**src/rtl/instruction_rom_loader.sv**
```systemverilog
// ---------------------------------------------------------------------------
// instruction_rom_loader
//   Instruction-side responder for the 8-bit microprocessor. Serves the byte
//   at mem[pc] combinationally and accepts a byte-stream program download:
//   a length byte followed by that many program bytes. While a download is
//   in progress the processor is held in reset. It is released after the
//   final byte, so execution restarts at pc 0.
//
// Ports
//   origclk      in   system clock, rising edge
//   reset        in   asynchronous active-low reset (memory -> FILL, FSM -> RUN)
//   load_start   in   single-cycle download request, honoured in RUN only
//   load_valid   in   load_data is valid
//   load_data    in   length byte first, then program bytes
//   load_ready   out  loader accepts a byte this cycle (LEN / DATA)
//   load_error   out  sticky: length exceeded DEPTH, cleared by next start
//   pc           in   processor program counter
//   instruction  out  mem[pc], or FILL when pc >= DEPTH
//   cpu_reset    out  active-high processor reset
// ---------------------------------------------------------------------------
module instruction_rom_loader #(
  parameter int         DEPTH = 16,
  parameter logic [7:0] FILL  = 8'h00
) (
  input  logic       origclk,
  input  logic       reset,
  input  logic       load_start,
  input  logic       load_valid,
  input  logic [7:0] load_data,
  output logic       load_ready,
  output logic       load_error,
  input  logic [7:0] pc,
  output logic [7:0] instruction,
  output logic       cpu_reset
);

  localparam int         AW     = (DEPTH > 1) ? $clog2(DEPTH) : 1;
  localparam logic [8:0] DEPTH9 = 9'(DEPTH);

  localparam logic [1:0] ST_RUN  = 2'd0;
  localparam logic [1:0] ST_LEN  = 2'd1;
  localparam logic [1:0] ST_DATA = 2'd2;
  localparam logic [1:0] ST_REL  = 2'd3;

  logic [1:0] state_q, state_d;
  logic [7:0] remaining_q, remaining_d;
  logic [8:0] waddr_q, waddr_d;
  logic       error_q, error_d;
  logic       cpu_reset_q;
  logic [7:0] mem_q [DEPTH];
  logic       xfer;
  logic       wr_en;

  assign load_ready = (state_q == ST_LEN) || (state_q == ST_DATA);
  assign xfer       = load_valid && load_ready;
  // Bytes beyond DEPTH are consumed but dropped; waddr is 9 bits so it never
  // wraps back onto entry 0.
  assign wr_en      = (state_q == ST_DATA) && xfer && (waddr_q < DEPTH9);

  always_comb begin
    state_d     = state_q;
    remaining_d = remaining_q;
    waddr_d     = waddr_q;
    error_d     = error_q;
    case (state_q)
      ST_RUN: begin
        if (load_start) begin
          state_d = ST_LEN;
          error_d = 1'b0;
        end
      end
      ST_LEN: begin
        if (xfer) begin
          remaining_d = load_data;
          waddr_d     = 9'd0;
          if (load_data == 8'd0) begin
            state_d = ST_REL;
          end else begin
            state_d = ST_DATA;
            if ({1'b0, load_data} > DEPTH9) error_d = 1'b1;
          end
        end
      end
      ST_DATA: begin
        if (xfer) begin
          waddr_d     = waddr_q + 9'd1;
          remaining_d = remaining_q - 8'd1;
          if (remaining_q == 8'd1) state_d = ST_REL;
        end
      end
      default: state_d = ST_RUN;
    endcase
  end

  always_ff @(posedge origclk or negedge reset) begin
    if (!reset) begin
      state_q     <= ST_RUN;
      remaining_q <= 8'd0;
      waddr_q     <= 9'd0;
      error_q     <= 1'b0;
      cpu_reset_q <= 1'b1;
    end else begin
      state_q     <= state_d;
      remaining_q <= remaining_d;
      waddr_q     <= waddr_d;
      error_q     <= error_d;
      // The processor reset rises with the entry into LEN. It is held for one
      // cycle beyond RELEASE, so the processor leaves reset only after the
      // loader is back in RUN with the new program fully in place.
      cpu_reset_q <= (state_q != ST_RUN) || (state_d != ST_RUN);
    end
  end

  always_ff @(posedge origclk or negedge reset) begin
    if (!reset) begin
      for (int i = 0; i < DEPTH; i++) mem_q[i] <= FILL;
    end else if (wr_en) begin
      mem_q[waddr_q[AW-1:0]] <= load_data;
    end
  end

  assign instruction = ({1'b0, pc} < DEPTH9) ? mem_q[pc[AW-1:0]] : FILL;
  assign load_error  = error_q;
  assign cpu_reset   = cpu_reset_q;

endmodule

```
**config.mk**
```make
export PLATFORM = sky130hd
export DESIGN_NAME = instruction_rom_loader
export DESIGN_NICKNAME = d
export VERILOG_FILES = /design/src/rtl/instruction_rom_loader.sv
export SDC_FILE = /design/constraint.sdc
export NUM_CORES = 1
export LEC_CHECK = 0
export BUFFER_PORTS_ARGS = -buffer_cell sky130_fd_sc_hd__buf_2
export CAP_MARGIN = 40
export CORE_ASPECT_RATIO = 0.6
export CORE_MARGIN = 2
export CORE_UTILIZATION = 32
export DETAILED_ROUTE_END_ITERATION = 7
export GPL_TIMING_DRIVEN = 0
export SLEW_MARGIN = 20
export SYNTH_ARGS = -nofsm -noshare
export SYNTH_HDL_FRONTEND = slang
export SYNTH_SLANG_ARGS = --single-unit
```
**constraint.sdc**
```tcl
create_clock -name origclk -period 3.09 [get_ports origclk]
set_clock_uncertainty 0.2 [all_clocks]
set_input_delay 0.4635 -clock origclk [delete_from_list [all_inputs] [get_ports origclk]]
set_output_delay 0.4635 -clock origclk [all_outputs]
set_load 0.02 [all_outputs]
```
==> flow_summary.toml <==
[outcome]
status = "completed"

[power_and_ir_drop]
peakVddDrop_mv = 0.371
clkPwrFrac_pct = 37.6
total_power_w = 0.00582
leakagePower_nw = 4.01
p_per_area_mw_per_mm2 = 673
combPwrFrac_pct = 21.0
switching_share_pct = 29.9
net-switching-power_w = 0.00174
seqPwrFrac_pct = 41.4
internal_power_w = 0.00408

[setup_path]
endpoint_kind = "output pin"
critPathKind = "primary input to output pin"
r2r_cells = 7
path_common_cell = "buf_2"
critical_path_depth = 6
critical_path.max_stage_delay_ns = 0.63
cp_slowest_cell = "mux4_2"
cp.required_ns = 2.43
rr_startpoint = "state_q[0]"
path_cells = "clkbuf_1 -> buf_2 -> mux4_2 -> nand3_1 -> o211ai_1 -> buf_2"
crit_buf_inv = 3
crit_family = "buffers and inverters"
worst_setup_path_start_kind = "primary input"
endpoint = "instruction[3]"
crit_path_start = "pc[0]"
crit_path_max_fanout = 10
cp.arrival_ns = 2.28
rrSetupSlack_ns = 0.36
r2r_end = "mem_q[86]"

[routing]
wirelength_mm = 19.5
drt_first_pass_iters = 5
routedWlPerCell_um = 21.2
drt_iter0_drc = 346
drtAntennaViolNets = 0
drt-vias-per-instance = 5.35
vias = 4919
drc = 0

[die]
ios = 31
rows = 43
core_area_mm2 = 0.0230
initial_core_util_pct = 32.5
dieArea_mm2 = 0.0246
die_h_um = 122
die_width_um = 201

[run]
drv_cap = 0

[global_routing]
grt_overflow_total = 0
grt_max_degree = 83
grt_pass1_vias = 5052
grt_antenna_before_repair = 1
grt_use_total_pct = 16.6
grt_pass1_wl_mm = 30.4

[sta]
finalMaxSlewViolations = 0
max_freq_mhz = 340
relSlewSlack_pct = 51.8
tightest_slew_ns = 0.720
fin_crit_sh_pct = 95.3
setup_violations = 0
whs_ns = 0.157
hold_viol = 0
rsz0062_at_grt = "no"
finalWorstPathRequiredPeriod_ns = 2.94

[worst_hold_path]
hp-start = "load_start"
hp-class = "primary input to flop"

[place]
placedCellCount = 888
numPortBuffers = 26
dp_hpwl_mm = 13.8
gp_routability_congestion = 0.862

[clocking]
cts_tree = "built"
clk_path_buf_depth = 2
clk_latency_ns = 0.42
clock-sinks = 149
cts_buffers = 17
root_buffer = "clkbuf_16"
postCtsSetupBuffers = 0
h-tree-depth = 4
clkSlewWorstSetupHoldPaths_ns = 0.07

[yosys]
postSynthNetCount = 577
synthCells = 546
ys_seq_area_share_pct = 50.0
yosysTopAreaCell = "dfrtp_1"
yosysWarnings = 0
synth.most_common_cell = "dfrtp_1"
synth_common_cells = "dfrtp_1, mux2_2, clkbuf_1"
synth_edf_count = 0
ys_seq_elements = 149
synth_flop_cell = "dfrtp_1"
async_flop_share_pct = 100
syn_avg_cell_area_um2 = 13.7
mappedNetlistArea_mm2 = 0.00746
synth_area_leaders = "dfrtp_1, mux2_2, mux4_2"
synth_top_area_share_pct = 49.6
synth_cell_types = 52

[final_layout]
syn_to_final_growth_pct = 15.9
drive_gt1_share_pct = 38.9
nFillCells = 2176
nNetsFinal = 623
finalNonFillerCells = 919
diodes = 0
## cells by family after synthesis
logic type                 Yosys count  share of synthesized area [%]
AOI/OAI and AO/OA                   76                           6.78
adders and majority gates           11                           1.84
buffers and inverters               47                           2.70
DFF                                149                           50.0
muxes                              170                           29.6
and+or+nand+nor                     93                           9.04
## through the flow
| step | setup TNS (ns) | setup slack (ns) | instance area (um2) | utilization, % |
|---|---|---|---|---|
| floorplan | 0 | 0.515 | 7460 | - |
| global placement | -95.81 | -0.666 | 7980 | 34.8 |
| detailed placement | -0.220 | -0.0516 | 8020 | 34.9 |
| CTS | 0 | 0.00101 | 8650 | 37.6 |
| global route | 0 | 0.0364 | 8650 | 37.6 |
| finish | 0 | 0.146 | 8650 | 37.6 |
## layer usage
metal	up-vias	share of wire (%)	global-route usage, %
met5	-	0	0
met3	18	6.7	4.28
met4	0	0.71	4.35
li1	2146	-	-
met1	2584	50	24.8
met2	171	42	23.9
## sequential cells by signal, summed over array words and instances, names as in the netlist
register     flops
waddr_q          9
mem_q          128
load_error       1
cpu_reset        1
state_q          2
remaining_q      8
## power groups by stage
stage	registers, W	logic (W)	clock network (W)
floorplan	0.00239	0.000877	0
global placement	0.00241	0.00114	0
detailed placement	0.00244	0.00120	0
CTS	0.00240	0.00122	0.00223
global route	0.00244	0.00133	0.00230
finish	0.00241	0.00122	0.00218
## tightest hold or removal path, stage by stage
cell and delay, ns:
buf_2 0.09, nand2_1 0.06, nand2_1 0.07, a2bb2oi_1 0.06
## worst min-delay path by stage
stage	to	slack (ns)	depth (start not counted)
after floorplan	load_error	-0.03	0
after global placement	mem_q[63]	0.27	1
after detailed placement	mem_q[55]	0.28	1
after CTS	load_error	0.13	4
after global routing	load_error	0.16	4
final	load_error	0.16	4
## cells in the final DEF (no fill, tap or decap), types with 4 or more instances in the layout
master / instances
a21oi_1: 13
mux2_4: 16
mux4_2: 23
clkinvlp_4: 5
a21o_1: 4
clkbuf_16: 17
nand2_1: 14
nand4_1: 8
nand3_4: 9
inv_1: 12
nor2_1: 12
mux2i_1: 18
mux2_2: 110
o31ai_1: 4
a22oi_1: 17
nand3_1: 16
ha_1: 11
buf_2: 29
o21ai_0: 14
o22ai_1: 5
bufinv_16: 4
nor2b_1: 4
o211ai_1: 9
dfrtp_1: 148
clkbuf_2: 4
clkbuf_1: 23
## final cells by class
| class | instances | area, um2 | area share [%] |
|---|---|---|---|
| timing repair buffer | 28 | 178 | 2.05 |
| tap | 315 | 394 | 4.56 |
| clock buffer | 19 | 433 | 5.01 |
| inverter | 13 | 48.8 | 0.564 |
| multi-input combinational | 350 | 3530 | 40.8 |
| buffer | 33 | 154 | 1.78 |
| sequential | 149 | 3730 | 43.1 |
| clock inverter | 12 | 180 | 2.08 |
## timing repair
item,CTS,global route
hold buffers,1,0
endpoints found under the setup margin,6,8
endpoints found under the hold margin,80,0
gates resized for setup,2,5
(Power assumes the default switching activity.)
